`config.mk`:
```
export PLATFORM = sky130hd
export DESIGN_NAME = ilkn_burst_framer
export DESIGN_NICKNAME = d
export VERILOG_FILES = /design/src/rtl/ilkn_burst_framer.sv
export SDC_FILE = /design/constraint.sdc
export NUM_CORES = 1
export LEC_CHECK = 0
export BUFFER_PORTS_ARGS = -buffer_cell sky130_fd_sc_hd__buf_2
export CAP_MARGIN = 20
export CORE_UTILIZATION = 37
export CTS_CLUSTER_DIAMETER = 50
export DETAILED_ROUTE_END_ITERATION = 8
export GPL_ROUTABILITY_DRIVEN = 1
export PLACE_DENSITY = 0.67
export SLEW_MARGIN = 30
export SYNTH_ARGS = -nofsm -noshare
export SYNTH_HDL_FRONTEND = slang
export SYNTH_SLANG_ARGS = --single-unit
```
`constraint.sdc`:
```
create_clock -name USER_CLK -period 2.25 [get_ports USER_CLK]
set_clock_uncertainty 0.15 [all_clocks]
set_input_delay 0 -clock USER_CLK [delete_from_list [all_inputs] [get_ports USER_CLK]]
set_output_delay 0 -clock USER_CLK [all_outputs]
set_load 0.01 [all_outputs]
```
`src/rtl/ilkn_burst_framer.sv`:
```
// Interlaken burst framer: cuts the TX generator's word stream into bursts and packets,
// interleaving burst/idle control words ahead of the gearbox. CRC24 is left as zero.
module ilkn_burst_framer #(
  parameter int unsigned BURST_MAX     = 8,
  parameter int unsigned PACKET_BURSTS = 4,
  parameter logic [7:0]  CHANNEL       = 8'd0
) (
  input  logic        USER_CLK,
  input  logic        SYSTEM_RESET_N,
  input  logic [63:0] TX_DATA_IN,
  input  logic        TX_DATA_VALID,
  output logic        DATA_IN_READY,
  output logic [63:0] TX_FRAME_OUT,
  output logic        TX_FRAME_CTRL,
  output logic        TX_FRAME_VALID,
  input  logic        TX_FRAME_READY
);

  localparam int unsigned DW = 64;
  localparam int unsigned BW = $clog2(BURST_MAX);
  localparam int unsigned PW = (PACKET_BURSTS > 1) ? $clog2(PACKET_BURSTS) : 1;
  localparam logic [3:0]  EOP_FULL = 4'b1000;
  localparam logic [3:0]  EOP_NONE = 4'b0000;

  typedef enum logic {S_IDLE, S_DATA} state_t;

  state_t        state, state_nx;
  logic [BW-1:0] burst_cnt, burst_cnt_nx;
  logic [PW-1:0] pkt_cnt, pkt_cnt_nx;
  logic [3:0]    pending_eop, pending_eop_nx;
  logic [DW-1:0] frame_nx;
  logic          ctrl_nx;
  logic          advance;

  // Burst/idle control word with XON asserted and CRC24 left for the downstream stage.
  function automatic logic [63:0] ctrl_word(input logic burst, input logic sop,
                                            input logic [3:0] eop);
    ctrl_word = {1'b1, burst, sop, eop, 1'b0, 16'hFFFF,
                 (burst ? CHANNEL : 8'h00), 32'h0000_0000};
  endfunction

  assign advance       = !TX_FRAME_VALID || TX_FRAME_READY;
  assign DATA_IN_READY = (state == S_DATA) && advance;

  always_comb begin
    state_nx       = state;
    burst_cnt_nx   = burst_cnt;
    pkt_cnt_nx     = pkt_cnt;
    pending_eop_nx = pending_eop;
    frame_nx       = TX_FRAME_OUT;
    ctrl_nx        = TX_FRAME_CTRL;
    case (state)
      S_IDLE: begin
        ctrl_nx        = 1'b1;
        pending_eop_nx = EOP_NONE;
        if (TX_DATA_VALID) begin
          frame_nx = ctrl_word(1'b1, (pkt_cnt == '0), pending_eop);
          state_nx = S_DATA;
        end else begin
          frame_nx = ctrl_word(1'b0, 1'b0, pending_eop);
        end
      end
      S_DATA: begin
        if (TX_DATA_VALID) begin
          frame_nx = TX_DATA_IN;
          ctrl_nx  = 1'b0;
          if (burst_cnt == BW'(BURST_MAX - 1)) begin
            burst_cnt_nx = '0;
            state_nx     = S_IDLE;
            // Last burst of the packet: EOP rides on the next control word.
            if (pkt_cnt == PW'(PACKET_BURSTS - 1)) begin
              pkt_cnt_nx     = '0;
              pending_eop_nx = EOP_FULL;
            end else begin
              pkt_cnt_nx = pkt_cnt + PW'(1);
            end
          end else begin
            burst_cnt_nx = burst_cnt + BW'(1);
          end
        end else begin
          frame_nx = ctrl_word(1'b0, 1'b0, EOP_NONE);
          ctrl_nx  = 1'b1;
        end
      end
      default: state_nx = S_IDLE;
    endcase
  end

  // Everything advances together; a stalled output holds framer state as well.
  always_ff @(posedge USER_CLK or negedge SYSTEM_RESET_N) begin
    if (!SYSTEM_RESET_N) begin
      state          <= S_IDLE;
      burst_cnt      <= '0;
      pkt_cnt        <= '0;
      pending_eop    <= EOP_NONE;
      TX_FRAME_OUT   <= '0;
      TX_FRAME_CTRL  <= 1'b0;
      TX_FRAME_VALID <= 1'b0;
    end else if (advance) begin
      state          <= state_nx;
      burst_cnt      <= burst_cnt_nx;
      pkt_cnt        <= pkt_cnt_nx;
      pending_eop    <= pending_eop_nx;
      TX_FRAME_OUT   <= frame_nx;
      TX_FRAME_CTRL  <= ctrl_nx;
      TX_FRAME_VALID <= 1'b1;
    end
  end

endmodule

```
==> key figures <==
Yosys
  • Post-synth cell types: 24
  • Number of synthesized register bits: 73
  • Synth Net Count: 258
  • Synthesized area per cell: 14.7 um2
  • Synthesis Warnings: 0
  • Synthesized cell area: 0.00273 mm2
  • Register area share after synthesis: 67.0%
  • Post-Synthesis Cells: 186

Route
  • DR WL/cell: around 15 um
  • Wirelength, routed: 7450 um
  • Vias/cell: ~4.8
  • Iter 0 DRT Violations: ~70
  • DRC: 0
  • TritonRoute pass-1 iters: 4
  • Via Count: 2371
  • Antenna viol nets, final: 0

Worst setup path
  • Crit end category: flop
  • Slowest cell on crit path: dlygate4sd3_1
  • Peak per-stage delay on the critical path: approximately 0.56 ns
  • Crit path DAT: approximately 2.2 ns
  • CP Max Fanout: 5
  • Req. time, crit path: 2.37 ns
  • Buffers & Inverters on Critical Path: 3
  • Crit path cell chain: inv_1, o21ai_0, dlygate4sd3_1, o21ai_0, dlygate4sd3_1
  • Setup Crit Path Kind: flop to flop
  • Kind of cell adding the most delay to the critical path: buffers and inverters
  • Startpoint type of the worst setup path: flop

Global routing
  • Met1 usage: 22.2%
  • First-pass GRT wire length: 11300 um
  • GR Overflow Total: 0
  • Met2 global-route usage: 35.7%
  • Grt met3 use: approximately 3.4%
  • Number of global-route vias before repair: between 2000 and 2500
  • Busiest layer in global routing: met2
  • Total GRT Usage: 19.7%
  • Pin count of the biggest net entering global routing: 44
  • Initial antenna violation count: 1

Pwr
  • Leak pwr: 2.24 nW
  • Max IR drop VDD: between 0.3 and 0.4 mV
  • PD cells: 797 mW/mm2

STA
  • Setup WS post-layout: 0.169 ns
  • Slew Limit Fails: 0
  • Final period util: 92.5%
  • Min cycle time layout: 2.08 ns
  • Setup TNS: 0 ns
  • Worst slew pin tran: 0.596 ns
  • Final hold violation count: 0
  • Worst rel slew slack: between 60% and 70%
  • Max Freq: 480 MHz
  • Final setup violation count: 0
  • Unrepaired setup endpoints after global routing: false

Clock tree
  • Post-cts resize count: 0
  • Clock buffer depth: 2
  • Setup Buffers After CTS: 0
  • H-tree Lvls: 3
  • Clock Sinks: 73
  • CTS tree: done
  • Num CTS Buffers: 9
  • Post-CTS Hold Buffers: 74
  • Clk pin slew, worst setup/hold paths: ~0.07 ns
  • Clk_lat worst skew: 0.33 ns
  • Root buf cell: clkbuf_8

Hold path
  • Min-delay worst type: input port to flop

Die
  • Num ports: 135
  • Full die area: 0.00772 mm2
  • Std-Cell Core Area: 0.00694 mm2
  • Die width: between 80 and 90 um
  • FP Rows: 30
  • Die height: 87.9 um
  • Initial core utilization: 39.3%

Placed design
  • Final GP Congestion: between 0.7 and 0.8
  • DP Wirelength: 4290 um
  • Pre-CTS WS: 0.549 ns
  • Inst Count DP: 404
  • Port bufs: 134

Finish
  • # fillers: 549
  • Core Util, Final: 63.6%
  • Area grow syn2layout: 61.9%
  • Nets: between 400 and 500
  • Layout cells sized above 1: 40.5%
  • Fin cells: 495

Run status
  • Run status: complete, no violations

Run
  • Max-cap viol count: 0
[per-layer routing]
layer  up-vias  part of all wire, %  routed length [um]
met5         -                    0                   0
met4         0                  3.1                 231
met3        15                  3.9                 288
met2        70                   53                3930
met1      1176                   40                3000
li1       1110                    -                   -
[cell usage after synthesis]
master    instances  share of area [%]
mux2_2            2               0.83
a21boi_0          1               0.28
nand2b_4          1               0.50
and2_1            1               0.23
a21oi_1           1               0.18
o21ai_0           4               0.73
nand2_1           5               0.69
clkbuf_1          2               0.28
o22a_1           17                5.5
nor2b_1           1               0.23
a22oi_1           1               0.28
mux2i_1           1               0.37
a41oi_1           1               0.32
dfrtp_1          73                 67
nor2_1            5               0.69
buf_6             4                1.7
and2_4            1               0.32
ha_1              4                1.8
inv_1             3               0.41
mux2_4            3                1.7
conb_1            1               0.14
a22o_1           44                 14
buf_2             9                1.7
nand3_1           1               0.18
[metrics by stage]
stage	cell area (um2)	hold slack (ns)	total power [mW]
after detailed placement	3490	-0.182	2.52
after global routing	4420	0.0144	3.72
after floorplan	2730	-0.446	2.17
after CTS	4410	0.00315	3.55
final	4420	0.0152	3.52
after global placement	3490	-0.190	2.50
[cell type report]
type,instances,area [um2],share of cell area (%)
Timing Repair Buffer,211,1480,33.6
Tap cell,96,120,2.72
Clock inverter,5,31.3,0.708
Clock buffer,11,141,3.20
Antenna cell,1,2.50,0.0567
Sequential cell,73,1830,41.4
Multi-Input combinational cell,95,800,18.1
Inverter,3,11.3,0.255
[worst reg2reg max path: cells and delay by family (launching register included)]
family	cells	cell delay, ns
compound gates	2	0.24
buf+inv	3	1.23
flops	1	0.40
[cell usage in the layout (no fill, tap or decap), types with 2 or more instances in the layout]
cell           count
nand2_1            5
o21ai_0            4
buf_2            133
dlygate4sd3_1     73
nor2_1             5
mux2_4             3
o22a_1            17
a22o_1            44
buf_12             4
clkinv_2           3
inv_1              3
dfrtp_1           73
clkbuf_8          10
ha_1               4
mux2_2             2
[path summary, 6_finish.rpt]
| path | startpoint | endpoint | slack [ns] | cells past startpoint |
|---|---|---|---|---|
| max | state | TX_FRAME_OUT[62] | 0.17 | 5 |
| min | TX_FRAME_READY | TX_FRAME_OUT[3] | 0.02 | 3 |
| max reg2reg | state | TX_FRAME_OUT[62] | 0.17 | 5 |
| min reg2reg | TX_FRAME_CTRL | TX_FRAME_CTRL | 0.35 | 2 |
| max in group asynchronous | SYSTEM_RESET_N | pending_eop[3] | 1.11 | 4 |
| min in group asynchronous | SYSTEM_RESET_N | burst_cnt[0] | 0.42 | 3 |
[power breakdown]
group | leakage [nW] | total [mW] | internal, mW | switching (mW)
logic | 1.26 | 0.950 | 0.515 | 0.435
registers | 0.890 | 1.67 | 1.54 | 0.134
clock network | 0.0891 | 0.899 | 0.427 | 0.472
[cell families (layout without fill, tap and decap cells)]
group	Yosys count	after routing	synth area share (%)
AO/OA/AOI/OAI	69	69	21.4
multiplexers	6	6	2.84
adder cells (fa/ha/maj)	4	4	1.83
other	1	2	0.137
buffers and inverters	18	230	3.99
flip-flops	73	73	67.0
AND/OR/NAND/NOR	15	15	2.84
[registers in the layout, indices dropped and copies added (netlist names)]
signal / cells
TX_FRAME_VALID: 1
TX_FRAME_OUT: 64
burst_cnt: 3
pkt_cnt: 2
pending_eop: 1
TX_FRAME_CTRL: 1
state: 1
(Power assumes the default switching activity.)
